`config.mk`:
```
export PLATFORM = sky130hd
export DESIGN_NAME = led_pattern_gen
export DESIGN_NICKNAME = d
export VERILOG_FILES = /design/src/rtl/led_pattern_gen.sv
export SDC_FILE = /design/constraint.sdc
export NUM_CORES = 1
export LEC_CHECK = 0
export CAP_MARGIN = 0
export CORE_ASPECT_RATIO = 1.5
export CORE_MARGIN = 5
export CORE_UTILIZATION = 63
export CTS_CLUSTER_DIAMETER = 40
export DETAILED_ROUTE_END_ITERATION = 16
export GPL_TIMING_DRIVEN = 0
export PLACE_DENSITY = 0.91
export SYNTH_ARGS = -nofsm -noshare
export SYNTH_HDL_FRONTEND = slang
export SYNTH_SLANG_ARGS = --single-unit
```
`constraint.sdc`:
```
create_clock -name clk -period 3.54 [get_ports clk]
set_clock_uncertainty 0.2 [all_clocks]
set_input_delay 0.708 -clock clk [delete_from_list [all_inputs] [get_ports clk]]
set_output_delay 0.708 -clock clk [all_outputs]
set_load 0.01 [all_outputs]
```
`src/rtl/led_pattern_gen.sv`:
```
// Parametrised LED pattern engine: binary count, bouncing scanner, PWM breathing and static pattern.
// Every output is registered so it can feed the LED output buffers directly.
module led_pattern_gen #(
   parameter int NUM_LEDS   = 8,
   parameter int CTR_WIDTH  = 26,
   parameter int TICK_SHIFT = 18,
   parameter int PWM_BITS   = 8,
   parameter int ACTIVE_LOW = 0
) (
   input  logic                clk,
   input  logic                rst_n,
   input  logic                en,
   input  logic                mode_we,
   input  logic [1:0]          mode_in,
   input  logic [NUM_LEDS-1:0] pattern,
   output logic [NUM_LEDS-1:0] leds,
   output logic                tick,
   output logic [1:0]          mode
);

   typedef enum logic [1:0] {
      MODE_COUNT   = 2'd0,
      MODE_SCAN    = 2'd1,
      MODE_BREATHE = 2'd2,
      MODE_STATIC  = 2'd3
   } mode_e;

   typedef enum logic {
      DIR_UP   = 1'b0,
      DIR_DOWN = 1'b1
   } dir_e;

   localparam int POS_W = (NUM_LEDS > 1) ? $clog2(NUM_LEDS) : 1;
   localparam logic [POS_W-1:0]    POS_LAST = POS_W'(NUM_LEDS - 1);
   localparam logic [PWM_BITS-1:0] DUTY_MAX = '1;
   localparam logic [NUM_LEDS-1:0] LED_MASK = (ACTIVE_LOW != 0) ? '1 : '0;

   logic [CTR_WIDTH-1:0] ctr_q, ctr_d;
   mode_e                mode_q, mode_d;
   logic [POS_W-1:0]     pos_q, pos_d;
   logic [PWM_BITS-1:0]  duty_q, duty_d;
   dir_e                 dir_q, dir_d;
   logic [NUM_LEDS-1:0]  leds_d, led_next;
   logic [PWM_BITS-1:0]  pwm;
   logic                 tick_int;

   assign tick_int = en && (ctr_q[TICK_SHIFT-1:0] == '1);
   assign pwm      = ctr_q[PWM_BITS-1:0];
   assign mode     = mode_q;

   // NOTE: every signal written here gets a default first so no path leaves it unassigned (no latches).
   always_comb begin
      ctr_d    = ctr_q;
      mode_d   = mode_q;
      pos_d    = pos_q;
      dir_d    = dir_q;
      duty_d   = duty_q;
      leds_d   = leds;
      led_next = '0;

      if (en) ctr_d = ctr_q + 1'b1;

      case (mode_q)
         MODE_COUNT: led_next = ctr_q[CTR_WIDTH-1 -: NUM_LEDS];
         MODE_SCAN: begin
            led_next = NUM_LEDS'(1) << pos_q;
            if (tick_int && NUM_LEDS > 1) begin
               if (dir_q == DIR_UP) begin
                  if (pos_q == POS_LAST) begin
                     dir_d = DIR_DOWN;
                     pos_d = pos_q - 1'b1;
                  end else begin
                     pos_d = pos_q + 1'b1;
                  end
               end else begin
                  if (pos_q == '0) begin
                     dir_d = DIR_UP;
                     pos_d = pos_q + 1'b1;
                  end else begin
                     pos_d = pos_q - 1'b1;
                  end
               end
            end
         end
         MODE_BREATHE: begin
            led_next = {NUM_LEDS{pwm < duty_q}};
            if (tick_int) begin
               if (dir_q == DIR_UP) begin
                  if (duty_q == DUTY_MAX) begin
                     dir_d  = DIR_DOWN;
                     duty_d = duty_q - 1'b1;
                  end else begin
                     duty_d = duty_q + 1'b1;
                  end
               end else begin
                  if (duty_q == '0) begin
                     dir_d  = DIR_UP;
                     duty_d = duty_q + 1'b1;
                  end else begin
                     duty_d = duty_q - 1'b1;
                  end
               end
            end
         end
         default: led_next = pattern;
      endcase

      if (en) leds_d = led_next ^ LED_MASK;

      // A mode write overrides any step from a coincident tick.
      if (mode_we) begin
         mode_d = mode_e'(mode_in);
         pos_d  = '0;
         dir_d  = DIR_UP;
         duty_d = '0;
      end
   end

   // NOTE: sequential state uses non-blocking assignments so all registers update from pre-edge values.
   always_ff @(posedge clk or negedge rst_n) begin
      if (!rst_n) begin
         ctr_q  <= '0;
         mode_q <= MODE_COUNT;
         pos_q  <= '0;
         dir_q  <= DIR_UP;
         duty_q <= '0;
         tick   <= 1'b0;
         leds   <= LED_MASK;
      end else begin
         ctr_q  <= ctr_d;
         mode_q <= mode_d;
         pos_q  <= pos_d;
         dir_q  <= dir_d;
         duty_q <= duty_d;
         tick   <= tick_int;
         leds   <= leds_d;
      end
   end

endmodule

```
==> results.py <==
metrics = {
    "sta": {
        "fmaxAchievable_mhz": 330,
        "fin_crit_sh": 0.856,
        "rsz0062_at_grt": "false",
        "hold_viol": 0,
        "fin_crit_ps": 3030,
        "slew_violations": 0,
        "setup_viol": 0,
        "worst_slew_pin_slew_ps": 795,
        "fin_setup_tns_ps": 0,
        "slew_headroom": 0.467,
    },
    "yosys": {
        "yosysSeqAreaShare": 0.408,
        "syn_area_mm2": 0.00301,
        "async_flop_share": 1.00,
        "syn-instance-count": 313,
        "synth_edf_count": 0,
        "yosysTopAreaCell": "dfrtp_1",
        "yosys_register_bits": 49,
        "yosysUniqueCellTypes": 56,
        "synth.area.top_cells": "dfrtp_1, ha_1, xnor2_1",
        "ys.flop_type": "dfrtp_1",
        "synth_nets": 345,
        "syn_avg_cell_area_um2": 9.60,
        "yosysWarnings": 0,
        "synth_top_area_share": 0.408,
    },
    "clocking": {
        "cts_buffer_depth": 2,
        "cts_resized": 0,
        "postCtsSetupBuffers": 0,
        "cts.sinks": 49,
        "numCtsBuffers": 5,
        "path_clk_slew_ps": 100,
        "cts_tree": "built",
        "htreeDepth": 2,
        "clk-insertion-delay-late_ps": 310,
        "root_buffer": "clkbuf_8",
        "holdBufCountCts": 0,
    },
    "final_layout": {
        "n_antenna_cell": 0,
        "finalInstanceArea_mm2": 0.00342,
        "fin_nets": 376,
        "final_cell_mix": "dfrtp_1, nor2_1, xnor2_1",
        "layout_commonest_cell": "dfrtp_1",
        "fillCellCount": 330,
        "area_growth_pct": 13.9,
        "drive_gt1_frac": 0.0754,
    },
    "power": {
        "p_clk_frac": 0.241,
        "netSwitchingPower_w": 0.000445,
        "p_leak_nw": 1.43,
        "power.density_mw_per_mm2": 405,
        "pwr-share-comb": 0.249,
        "max-vdd-ir-drop_uv": 181,
        "p_int_w": 0.000939,
        "p_sw_frac": 0.321,
        "seqPwrFrac": 0.510,
    },
    "global_route": {
        "grt_pass1_wl_mm": 12.0,
        "overflow": 0,
        "grt_max_degree": 38,
        "grt_pass1_vias": 2586,
        "grt_usage": 0.249,
        "antenna_found_initial": 0,
    },
    "drt": {
        "drtIter0Drc": 214,
        "wire_per_inst_um": 17.7,
        "wl_mm": 7.22,
        "drt_first_pass_iters": 5,
        "drc": 0,
        "post_drt_via_cell_ratio": 6.12,
        "vias": 2503,
        "antenna_left": 0,
    },
    "die": {
        "core-area_mm2": 0.00458,
        "die_x_um": 66.4,
        "initial_core_util": 0.656,
        "rows": 30,
        "boundaryPins": 25,
        "fp.dieH_um": 94.6,
        "die_area_mm2": 0.00628,
    },
    "place": {
        "post_dp_cell_area_mm2": 0.00333,
        "place.port_buffers": 23,
        "place_congestion": 0.960,
        "dpl.hpwl_mm": 5.57,
    },
    "worst_setup_path": {
        "cp_cell_sequence": "clkdlybuf4s50_1 > nand4_2 > nor2_1 > nand4_1 > or3b_1 > a31oi_1",
        "crit_required_ps": 3550,
        "r2r-start": "ctr_q[0]",
        "cp-end-kind": "flop",
        "cp-start-kind": "primary input",
        "cp_top_family": "simple AND/OR/NAND/NOR gates",
        "path_buf_inv": 1,
        "r2r_slack_ps": 990,
        "critical_path.max_stage_delay_ps": 670,
        "crit_type": "primary input to flop",
        "critPathArrivalTime_ps": 3040,
        "cp.depth": 6,
        "cp_slowest_cell": "clkdlybuf4s50_1",
        "rr_endpoint": "pos_q[2]",
        "path_max_fanout": 9,
        "r2r.worst_path.cells": 6,
    },
    "run": {
        "drv_cap": 0,
    },
    "min_path": {
        "hold_class": "primary input to asynchronous set/reset pin",
    },
    "status": {
        "status": "complete, no violations",
    },
}
how the worst max path moves through the flow:
stage	slack (ps)	to	start
3_3_place_gp	230	duty_q[1]	rst_n
2_1_floorplan	1250	duty_q[6]	en
6_report	510	pos_q[2]	en
3_5_place_dp	210	pos_q[2]	en
4_1_cts	530	pos_q[2]	en
5_1_grt	390	pos_q[2]	en
power by group through the flow:
stage                     Combinational [W]  Clock (W)  Sequential, W
after floorplan                    0.000197          0       0.000710
after global placement             0.000327          0       0.000711
after global routing               0.000385   0.000365       0.000718
after detailed placement           0.000345          0       0.000716
after CTS                          0.000347   0.000340       0.000706
final                              0.000344   0.000334       0.000707
per-layer routing:
metal	track usage	part of all wire	wire (um)
met5	0	0	0
met4	0.132	0.037	270
met3	0.0381	0.045	327
met2	0.448	0.54	3930
met1	0.276	0.37	2690
state kept, by name, indices dropped and copies added, names as in the netlist:
name    count
ctr_q      26
dir_q       1
duty_q      8
leds        8
mode        2
pos_q       3
tick        1
cells in the mapped netlist, drive strengths merged (5+ instances only):
cell,instances
dfrtp,49
nor2,27
xnor2,23
nand2,19
ha,18
inv,17
a21oi,14
nand4,13
o22ai,11
nand2b,9
nand3,9
a31oi,8
and3,7
clkbuf,7
o21ai,7
xor2,6
o21a,5
layout make-up:
type,instances,area [um^2],area share
Buffer,11,51.3,0.0150
Clock buffer,5,68.8,0.0201
Clock inverter,3,22.5,0.00658
Inverter,18,67.6,0.0197
Multi-Input combinational cell,235,1660,0.485
Sequential cell,49,1230,0.358
Tap cell,64,80.1,0.0234
Timing Repair Buffer,24,245,0.0717
stage by stage:
stage / worst slack (ps) / power (W) / util / instances / hold slack (ps)
2_1_floorplan: 1250 / 0.000907 / - / 313 / 212
3_3_place_gp: 230 / 0.00104 / 0.724 / 400 / 259
3_5_place_dp: 211 / 0.00106 / 0.727 / 401 / 265
4_1_cts: 528 / 0.00139 / 0.747 / 409 / 79.3
5_1_grt: 385 / 0.00147 / 0.747 / 409 / 92.0
6_report: 511 / 0.00138 / 0.747 / 409 / 70.0
cell families (layout without fill, tap and decap cells):
family	count (synthesis)	in the layout	synth area share
adders and majority gates	18	18	0.0749
muxes	6	6	0.0216
buffers and inverters	29	61	0.0395
and+or+nand+nor	117	117	0.228
AOI/OAI and AO/OA	65	65	0.144
xor gates and xnor gates	29	29	0.0845
DFF	49	49	0.408
(Power assumes the default switching activity.)
